**src/rtl/select_pkg.sv**
```systemverilog
// Shared types and helpers for select_pipe: width extension of channel data and
// the select-mode enumeration. Optional feature macro: SELECT_PIPE_RR_EN.
package select_pkg;

  typedef enum logic {
    SEL_DIRECT,
    SEL_RR
  } sel_mode_e;

  // Extends the low in_w bits of data to 32 bits; callers truncate to their output width.
  function automatic logic [31:0] sel_extend(input logic [31:0] data,
                                             input int unsigned in_w,
                                             input logic        is_signed);
    logic signed [31:0] shifted;
    shifted = $signed(data << (32 - in_w));
    if (is_signed) begin
      return 32'(shifted >>> (32 - in_w));
    end
    return data;
  endfunction

endpackage

```
**src/rtl/select_rr_arb.sv**
```systemverilog
// Rotating-priority arbiter: grants the first requesting index strictly after ptr,
// wrapping N-1 -> 0.
module select_rr_arb #(
  parameter int N     = 4,
  parameter int SEL_W = $clog2(N)
) (
  input  logic [N-1:0]     req,
  input  logic [SEL_W-1:0] ptr,
  output logic [N-1:0]     grant,
  output logic [SEL_W-1:0] index,
  output logic             any
);

  logic [SEL_W-1:0] cand;

  always_comb begin
    grant = '0;
    index = '0;
    any   = 1'b0;
    cand  = '0;
    for (int k = 1; k <= N; k++) begin
      cand = SEL_W'((int'(ptr) + k) % N);
      if (!any && req[cand]) begin
        any         = 1'b1;
        grant[cand] = 1'b1;
        index       = cand;
      end
    end
  end

endmodule

```
**src/rtl/select_pipe.sv**
```systemverilog
// N-channel valid/ready selector with a one-deep registered output stage.
// Define SELECT_PIPE_RR_EN to add the rr_mode port and round-robin arbitration.
module select_pipe
  import select_pkg::*;
#(
  parameter int                  CHANNELS    = 4,
  parameter int                  IN_W        = 4,
  parameter int                  OUT_W       = 5,
  parameter logic [CHANNELS-1:0] SIGNED_MASK = CHANNELS'(4'b1100),
  localparam int                 SEL_W       = $clog2(CHANNELS)
) (
  input  logic                      clk,
  input  logic                      rst_n,
  input  logic [CHANNELS*IN_W-1:0]  in_data,
  input  logic [CHANNELS-1:0]       in_valid,
  output logic [CHANNELS-1:0]       in_ready,
  input  logic [SEL_W-1:0]          sel_in,
`ifdef SELECT_PIPE_RR_EN
  input  logic                      rr_mode,
`endif
  output logic signed [OUT_W-1:0]   out_data,
  output logic [SEL_W-1:0]          out_chan,
  output logic                      out_valid,
  input  logic                      out_ready,
  output logic                      sel_err
);

  logic [OUT_W-1:0]    ext_word [CHANNELS];
  logic [CHANNELS-1:0] dir_grant;
  logic [CHANNELS-1:0] grant_vec;
  logic [SEL_W-1:0]    grant_idx;
  logic                sel_ok;
  logic                err_set;
  logic                load;
  logic                xfer;

  assign sel_ok = ({1'b0, sel_in} < (SEL_W + 1)'(CHANNELS));

  genvar gi;
  generate
    for (gi = 0; gi < CHANNELS; gi++) begin : g_chan
      assign ext_word[gi]  = OUT_W'(sel_extend(32'(in_data[gi*IN_W +: IN_W]), IN_W,
                                               SIGNED_MASK[gi]));
      assign dir_grant[gi] = sel_ok & (sel_in == SEL_W'(gi));
    end
  endgenerate

`ifdef SELECT_PIPE_RR_EN
  logic [SEL_W-1:0]    rr_ptr;
  logic [CHANNELS-1:0] arb_grant;
  logic [SEL_W-1:0]    arb_index;
  logic                arb_any;

  select_rr_arb #(
    .N    (CHANNELS),
    .SEL_W(SEL_W)
  ) u_arb (
    .req  (in_valid),
    .ptr  (rr_ptr),
    .grant(arb_grant),
    .index(arb_index),
    .any  (arb_any)
  );

  assign grant_vec = rr_mode ? arb_grant : dir_grant;
  assign grant_idx = rr_mode ? arb_index : sel_in;
  assign err_set   = !rr_mode && !sel_ok && (|in_valid);

  // Pointer only moves on an actual round-robin transfer, never on bubbles.
  always_ff @(posedge clk or negedge rst_n) begin
    if (!rst_n) begin
      rr_ptr <= SEL_W'(CHANNELS - 1);
    end else if (rr_mode && xfer) begin
      rr_ptr <= arb_index;
    end
  end
`else
  assign grant_vec = dir_grant;
  assign grant_idx = sel_in;
  assign err_set   = !sel_ok && (|in_valid);
`endif

  assign load     = !out_valid || out_ready;
  // rst_n gates ready so nothing is handshaken while reset is held.
  assign in_ready = {CHANNELS{load && rst_n}} & grant_vec;
  assign xfer     = |(in_valid & in_ready);

  always_ff @(posedge clk or negedge rst_n) begin
    if (!rst_n) begin
      out_valid <= 1'b0;
      out_data  <= '0;
      out_chan  <= '0;
    end else if (load) begin
      out_valid <= xfer;
      if (xfer) begin
        out_data <= ext_word[grant_idx];
        out_chan <= grant_idx;
      end
    end
  end

  always_ff @(posedge clk or negedge rst_n) begin
    if (!rst_n) begin
      sel_err <= 1'b0;
    end else if (err_set) begin
      sel_err <= 1'b1;
    end
  end

endmodule

```
**config.mk**
```make
export PLATFORM = sky130hd
export DESIGN_NAME = select_pipe
export DESIGN_NICKNAME = d
export VERILOG_FILES = /design/src/rtl/select_pkg.sv /design/src/rtl/select_rr_arb.sv /design/src/rtl/select_pipe.sv
export SDC_FILE = /design/constraint.sdc
export NUM_CORES = 1
export LEC_CHECK = 0
export ABC_CLOCK_PERIOD_IN_PS = 1400
export CORE_UTILIZATION = 34
export CTS_CLUSTER_DIAMETER = 40
export CTS_CLUSTER_SIZE = 25
export DETAILED_ROUTE_END_ITERATION = 7
export PLACE_DENSITY = 0.78
export SKIP_CTS_REPAIR_TIMING = 1
export SYNTH_ARGS = -nofsm -noshare
export SYNTH_HDL_FRONTEND = slang
export SYNTH_SLANG_ARGS = --single-unit
```
**constraint.sdc**
```tcl
create_clock -name clk -period 1.4 [get_ports clk]
set_input_delay 0.28 -clock clk [delete_from_list [all_inputs] [get_ports clk]]
set_output_delay 0.28 -clock clk [all_outputs]
set_load 0.02 [all_outputs]
```
== Yosys cells after proc, flatten, opt, wreduce, memory -nomap -nowiden ==
Cells that the tools add are included.

* Equal/unequal tests: 3
* Shift-type cells: 0
* Add/subtract/negate cells: 0
* Bitwise gates (word level): 3
* Multiply operators: 0
* Order comparisons: 1
* Div/mod/pow operators: 0
* Mux-type cells: 3
* Reduce and logical (&&, ||, !) cells: 6

{| class="wikitable"
|+ Operators by type and width
! cell !! count
|-
| 5-bit binary-select mux with 2-bit select || 1
|-
| 5-bit 2-to-1 mux || 2
|-
| 4-bit AND || 2
|-
| 2-bit equality test, second input constant || 2
|-
| 4-bit OR reduction || 1
|-
| 3-bit greater-or-equal comparator, second input constant || 1
|-
| 2-bit NOT with 3-bit output || 1
|-
| 2-bit by 1-bit equality test with 1-bit output, second input constant || 1
|-
| 2-bit logical NOT || 1
|-
| 2-bit AND reduction || 1
|-
| 1-bit logical AND || 1
|-
| 1-bit logical NOT || 1
|-
| 1-bit logical OR || 1
|}

* Memories kept: 0
* Word-level logic and storage cells: 19
* Input port bits: 25
* Bits in read-only memories: 0
* Register bits: 8
* RAM bits: 0
* Latch bits: 0
* Output and inout port bits: 13

== Longest topological paths before layout ==
Gate-level depths: netlist of the first run.

* Depth after elaboration: 7
* Depth in mapped cells: 4

== Worst setup path before layout of the first run ==
OpenSTA, ideal clock, no wires.

* Path kind: flip-flop to output port
* From: register out_valid
* To: output port in_ready[2]
* Path buffers: 0
* Arrival: 1.312 ns
* Cell stages (with the launch flop): 4
* Slack: -0.192 ns
* Cell sequence: dfrtp_1 -> or2b_2 -> nand2_1 -> nor3b_1

* Longest elaborated chain between the ends: 4

{| class="wikitable"
|+ Ends and longest elaborated chain
! what !! line !! text
|-
| start: declaration || select_pipe.sv:23 || <nowiki>output logic out_valid,</nowiki>
|-
| start signal: assignment || select_pipe.sv:94 || <nowiki>out_valid <= xfer;</nowiki>
|-
| 1-bit logical NOT || select_pipe.sv:83 || <nowiki>assign load = !out_valid || out_ready;</nowiki>
|-
| 1-bit logical OR || select_pipe.sv:83 ||
|-
| 1-bit logical AND || select_pipe.sv:85 || <nowiki>assign in_ready = {CHANNELS{load && rst_n}} & grant_vec;</nowiki>
|-
| 4-bit AND || select_pipe.sv:85 ||
|-
| end: declaration || select_pipe.sv:16 || <nowiki>output logic [CHANNELS-1:0] in_ready,</nowiki>
|}

No other way between the ends.

== Worst setup path in the final report of the first run ==
* From: input port in_valid[0]
* To: register out_chan[0]

* Longest elaborated chain between the ends: 3

{| class="wikitable"
|+ Ends and longest elaborated chain
! what !! line !! text
|-
| start: declaration || select_pipe.sv:15 || <nowiki>input logic [CHANNELS-1:0] in_valid,</nowiki>
|-
| 4-bit AND || select_pipe.sv:86 || <nowiki>assign xfer = |(in_valid & in_ready);</nowiki>
|-
| 4-bit OR reduction || select_pipe.sv:86 ||
|-
| 2-bit AND reduction (no source line) || -- ||
|-
| end signal: assignment || select_pipe.sv:97 || <nowiki>out_chan <= grant_idx;</nowiki>
|-
| end: declaration || select_pipe.sv:22 || <nowiki>output logic [SEL_W-1:0] out_chan,</nowiki>
|}

No other way between the ends.
A chain may end at the register's enable or synchronous reset.

==> metrics.yaml, run 1 <==
drt:
  drc_errors: 0
  wl_um: 1350
  viasPerCell: 5.04
  vias: 519
  drt_iter0_drc: 6
  ant_nets: 0
  wire_per_inst_um: 13.1
  first_pass_iters: 4
timing:
  max_freq_mhz: 664
  slew_violations: 0
  hold_slack_ns: 0.0652
  rsz0062_at_grt: "true"
  fin_crit_sh_pct: 108
  setup_viol: 9
  finalCriticalPeriod_ns: 1.51
  setup_ws_ns: -0.106
  fin_worst_skew_ns: 0.00729
  hold_violations: 0
pwr:
  ir_drop_uv: 497
  powerDensity_nw_per_um2: 894
  fin_total_pwr_mw: 0.944
  p_leak_nw: 0.576
synthesis:
  synth_mux_area_share_pct: 36.5
  ys_warn_count: 0
  yosysSeqAreaShare_pct: 36.5
  synth_area_leaders: "dfrtp_1 37%, mux2_4 16%, mux4_2 16%"
  syn_area_per_cell_um2: 13.7
  syn_nets: 65
  yosys.area_share.simple_pct: 10.5
  synth_top_area_share_pct: 36.5
  synth.distinct_cells: 20
  synth_top_family_by_area: "multiplexers"
  synth_xor_area_share_pct: 0
  ys_ff_latch: 8
  synth.largest_area_cell: "dfrtp_1"
  synth_fa_ha_area_share_pct: 0
  synth_compound_gate_area_share_pct: 11.0
  synthCells: 40
  synthesis.area_um2: 548
worst_setup_path:
  start_kind: "input pin"
  crit_path_max_fanout: 6
  crit_slowest_cell: "clkdlybuf4s50_1"
  path_class: "input pin to register"
  cpMostUsedCell: "mux2_4"
  end_kind: "register"
  cp.arrival_ns: 1.63
  max_stage_delay_ns: 0.39
  crit_chain: "clkdlybuf4s50_1 -> mux2_4 -> o211ai_2 -> a21o_4 -> mux2_4"
  critPathRequiredTime_ns: 1.52
grt:
  antenna_found_initial: 0
  gr-usage-met2_pct: 26.6
  overflow: 0
  groute.layer.met3.usage_pct: 3.02
  gr-usage-met1_pct: 19.3
  grt.busiest_layer: "met2"
  grtUsageTotal_pct: 16.0
  grt_pass1_wl_um: 2140
  grt_pass1_vias: 491
  grt_max_degree: 9
clock_tree:
  root_buffer: "clkbuf_4"
  numCtsBuffers: 3
  htreeDepth: 1
  cts.path.max_buffers: 2
  clkSlewWorstSetupHoldPaths_ns: 0.06
  cts_sinks: 8
  clk_latency_ns: 0.25
  cts_tree: "done"
finish:
  nets: 114
  finalNonFillerCells: 103
  multi_input_area_um2: 347
  n_fill_cell: 125
  syn2layout_area_growth_pct: 92.7
  fin_area_um2: 1060
  drive_above_1_share_pct: 42.5
  regArea_um2: 200
  diodes: 0
flow_run:
  drv_cap: 0
place:
  gp_congestion: 0.804
  placed_cell_area_um2: 1000
  dp.cells: 100
  port_buffers: 36
  dp_hpwl_um: 1080
floorplanning:
  die_area_um2: 1780
  ios: 38
  die_w_um: 42.1
  start_util_pct: 36.4
  core_area_um2: 1510
  num_rows: 14
  chipHeight_um: 42.1
run_status:
  failed_checks: "negative setup slack"
  status: "finished, violations left"
hold_path:
  hold_path_class: "input pin to async pin"
registers in the layout, summed over array words and instances (netlist names):
register	flops
out_data	5
out_valid	1
out_chan	2
worst max-delay path: cells and delay by family:
family                 cells  cell delay (ns)
AOI/OAI and AO/OA          2             0.36
buffers and inverters      1             0.39
muxes                      2             0.59
where the power goes:
| group | switching, mW | internal, mW | total, mW | leakage (nW) |
|---|---|---|---|---|
| combinational | 0.182 | 0.278 | 0.460 | 0.466 |
| sequential | 0.0286 | 0.286 | 0.315 | 0.0966 |
| clock | 0.0711 | 0.0976 | 0.169 | 0.0138 |
| total | 0.282 | 0.662 | 0.944 | 0.576 |
per-layer routing:
metal,up-vias,wire (um)
met5,-,0
met2,23,670
met3,2,90
met1,245,559
met4,0,27
li1,249,-
synth_stat cells:
| cell | count |
|---|---|
| nor3b_1 | 2 |
| nand3_1 | 1 |
| mux2i_1 | 2 |
| dfrtp_1 | 8 |
| o211ai_2 | 1 |
| a22o_2 | 1 |
| and4_1 | 1 |
| o31ai_1 | 1 |
| nor3_1 | 1 |
| nor2_1 | 1 |
| mux2_4 | 6 |
| a21oi_1 | 1 |
| mux4_2 | 4 |
| a21o_4 | 1 |
| or2b_2 | 1 |
| nand2_1 | 3 |
| buf_4 | 2 |
| o21ba_2 | 1 |
| conb_1 | 1 |
| buf_6 | 1 |
layout by cell type (no fill, tap or decap), types with 2 or more instances in the layout:
master	synthesis	routed
clkdlybuf4s50_1	0	20
buf_4	2	14
dlymetal6s2s_1	0	12
dfrtp_1	8	8
mux2_4	6	6
mux4_2	4	4
clkbuf_4	0	3
nor3b_2	0	2
mux2i_1	2	2
nand2_1	3	2
logic make-up (layout without fill, tap and decap cells):
group | Yosys count | after routing
multiplexers | 12 | 12
AND/OR/NAND/NOR | 10 | 10
flip-flops | 8 | 8
AO/OA/AOI/OAI | 6 | 6
buffers and inverters | 3 | 50
other | 1 | 1
final timing paths:
| kind | slack, ns | to | cells past startpoint | start |
|---|---|---|---|---|
| hold reg to reg | 0.50 | out_data[3] | 1 | out_data[3] |
| hold / removal | 0.07 | out_data[1] | 2 | rst_n |
| max in group asynchronous | 1.11 | out_valid | 3 | rst_n |
| setup / recovery | -0.11 | out_chan[0] | 5 | in_valid[0] |
| setup reg to reg | -0.07 | out_chan[0] | 5 | out_valid |
| min in group clk | 0.36 | out_valid | 3 | out_ready |
through the flow:
step	util (%)	setup TNS (ns)	worst slack [ns]
after floorplan	-	-0.285	-0.0453
after global placement	66.4	-7.58	-0.695
after detailed placement	66.4	-7.54	-0.703
after CTS	67.9	-6.22	-0.716
after global routing	70.1	-1.21	-0.178
final	70.1	-0.792	-0.106
cell type report:
| cell class | instances | share of cell area, % |
|---|---|---|
| Clock buffer | 3 | 2.13 |
| Multi-Input combinational cell | 29 | 32.8 |
| Sequential cell | 8 | 19.0 |
| Tap cell | 16 | 1.90 |
| Timing Repair Buffer | 47 | 44.2 |
No activity file was read; power rests on OpenSTA's default activity.
==> run 2, diff against run 1 <==
--- a/config.mk
+++ b/config.mk
@@ -10,7 +10,7 @@
 export CTS_CLUSTER_DIAMETER = 40
 export CTS_CLUSTER_SIZE = 25
 export DETAILED_ROUTE_END_ITERATION = 7
-export PLACE_DENSITY = 0.78
+export PLACE_DENSITY = 0.87
 export SKIP_CTS_REPAIR_TIMING = 1
 export SYNTH_ARGS = -nofsm -noshare
 export SYNTH_HDL_FRONTEND = slang
==> metrics.yaml, run 2 (synthesis gave the netlist of run 1 again) <==
run_status:
  status: "finished, violations left"
  failed_checks: "negative setup slack"
drt:
  wl_um: 1560  # +16%
  ant_nets: 0  # unchanged
  wire_per_inst_um: 15.4  # +18%
  drc_errors: 0  # unchanged
  vias: 515  # -0.77%
  viasPerCell: 5.10  # +1.2%
  first_pass_iters: 2  # -2
  drt_iter0_drc: 3  # -3
grt:
  overflow: 0  # unchanged
  grt_pass1_vias: 549  # +12%
  grt_max_degree: 11  # +2
  grt_pass1_wl_um: 2490  # +16%
  grtUsageTotal_pct: 19.4  # +3.3 points
  antenna_found_initial: 0  # unchanged
clock_tree:
  numCtsBuffers: 3  # unchanged
  htreeDepth: 1  # unchanged
  root_buffer: "clkbuf_4"
  clkSlewWorstSetupHoldPaths_ns: 0.05  # about the same
  cts_tree: "done"
  cts.path.max_buffers: 2  # unchanged
  clk_latency_ns: 0.25  # about the same
  cts_sinks: 8  # unchanged
worst_setup_path:
  start_kind: "register"
  critPathRequiredTime_ns: 1.12  # -0.40 ns
  crit_path_max_fanout: 5  # -1
  end_kind: "output pin"
  path_class: "register to output pin"
  cp.arrival_ns: 1.28  # -0.35 ns
timing:
  max_freq_mhz: 642  # -3.3%
  finalCriticalPeriod_ns: 1.56  # +0.0513 ns
  setup_viol: 10  # +1
  fin_crit_sh_pct: 111  # +3.7 points
  setup_ws_ns: -0.157  # -0.0513 ns
  slew_violations: 0  # unchanged
  rsz0062_at_grt: "true"
  fin_worst_skew_ns: 0.00373  # -0.00356 ns
  hold_violations: 0  # unchanged
floorplanning:
  start_util_pct: 36.4  # unchanged
  chipHeight_um: 42.1  # unchanged
  die_w_um: 42.1  # unchanged
  num_rows: 14  # unchanged
  ios: 38  # unchanged
  die_area_um2: 1780  # unchanged
  core_area_um2: 1510  # unchanged
place:
  dp.cells: 97  # -3.0%
  port_buffers: 36  # unchanged
  dp_hpwl_um: 1230  # +15%
  gp_congestion: 0.748  # -6.9%
  place_ws_ns: -0.750  # -0.0469 ns
pwr:
  p_leak_nw: 0.566  # -1.8%
  ir_drop_uv: 540  # +8.7%
  powerDensity_nw_per_um2: 908  # +1.6%
finish:
  final_common_cell: "clkdlybuf4s50_1"
  top_register: "out_data"
  finalNonFillerCells: 101  # -1.9%
  drive_above_1_share_pct: 42.4  # -0.18 points
  diodes: 0  # unchanged
  layout_common_cells: "19 x clkdlybuf4s50_1, 12 x dlymetal6s2s_1, 11 x buf_4"
  nets: 112  # -1.8%
  reg.largest.list: "out_data x5, out_chan x2, out_valid x1"
  syn2layout_area_growth_pct: 91.3
  largest_register_ffs: 5  # unchanged
hold_path:
  hold_path_class: "input pin to async pin"
flow_run:
  drv_cap: 0  # unchanged
run 2: layer usage:
layer / part of all wire (%) / vias up / GRT usage (%)
li1: - / 242 / -
met4: 2.6 / 0 / 11.3
met1: 37 / 247 / 19.3
met5: 0 / - / 0
met3: 5.0 / 5 / 6.03
met2: 55 / 21 / 35.0
run 2: worst paths after layout:
kind / start / to / slack [ns] / cells after the start
min in group clk: out_ready / out_valid / 0.36 / 3
max in group asynchronous: rst_n / out_chan[1] / 1.15 / 3
max reg2reg: out_valid / out_data[3] / -0.08 / 5
min reg2reg: out_data[0] / out_data[0] / 0.51 / 1
min: rst_n / out_valid / 0.12 / 3
max: out_valid / in_ready[2] / -0.16 / 4
run 2: critical path: stages, from the launching register on:
cell,delay [ns]
dfrtp_1,0.37
or2b_4,0.24
nand2_4,0.08
nor3b_2,0.17
buf_4,0.16
run 2: cell type report:
class	count	area (um2)
fill	103	458
multi-input combinational	29	355
clock buffer	3	22.5
sequential	8	200
tap	16	20.0
timing repair buffer	45	450
run 2: power by group:
group	switching [mW]	internal (mW)
Sequential	0.0313	0.287
Combinational	0.188	0.275
Clock	0.0735	0.0977
Total	0.293	0.659
run 2: per-stage QoR:
| step | power, mW | instance area (um2) | TNS, ns | utilization (%) | hold slack (ns) |
|---|---|---|---|---|---|
| 6_report | 0.953 | 1050 | -0.937 | 69.6 | 0.121 |
| 5_1_grt | 1.01 | 1050 | -1.38 | 69.6 | 0.128 |
| 4_1_cts | 0.966 | 1000 | -6.22 | 66.4 | 0.436 |
| 3_5_place_dp | 0.789 | 977 | -7.60 | 64.9 | 0.498 |
| 3_3_place_gp | 0.774 | 977 | -7.11 | 64.9 | 0.493 |
| 2_1_floorplan | 0.554 | 563 | -0.285 | - | -0.0156 |
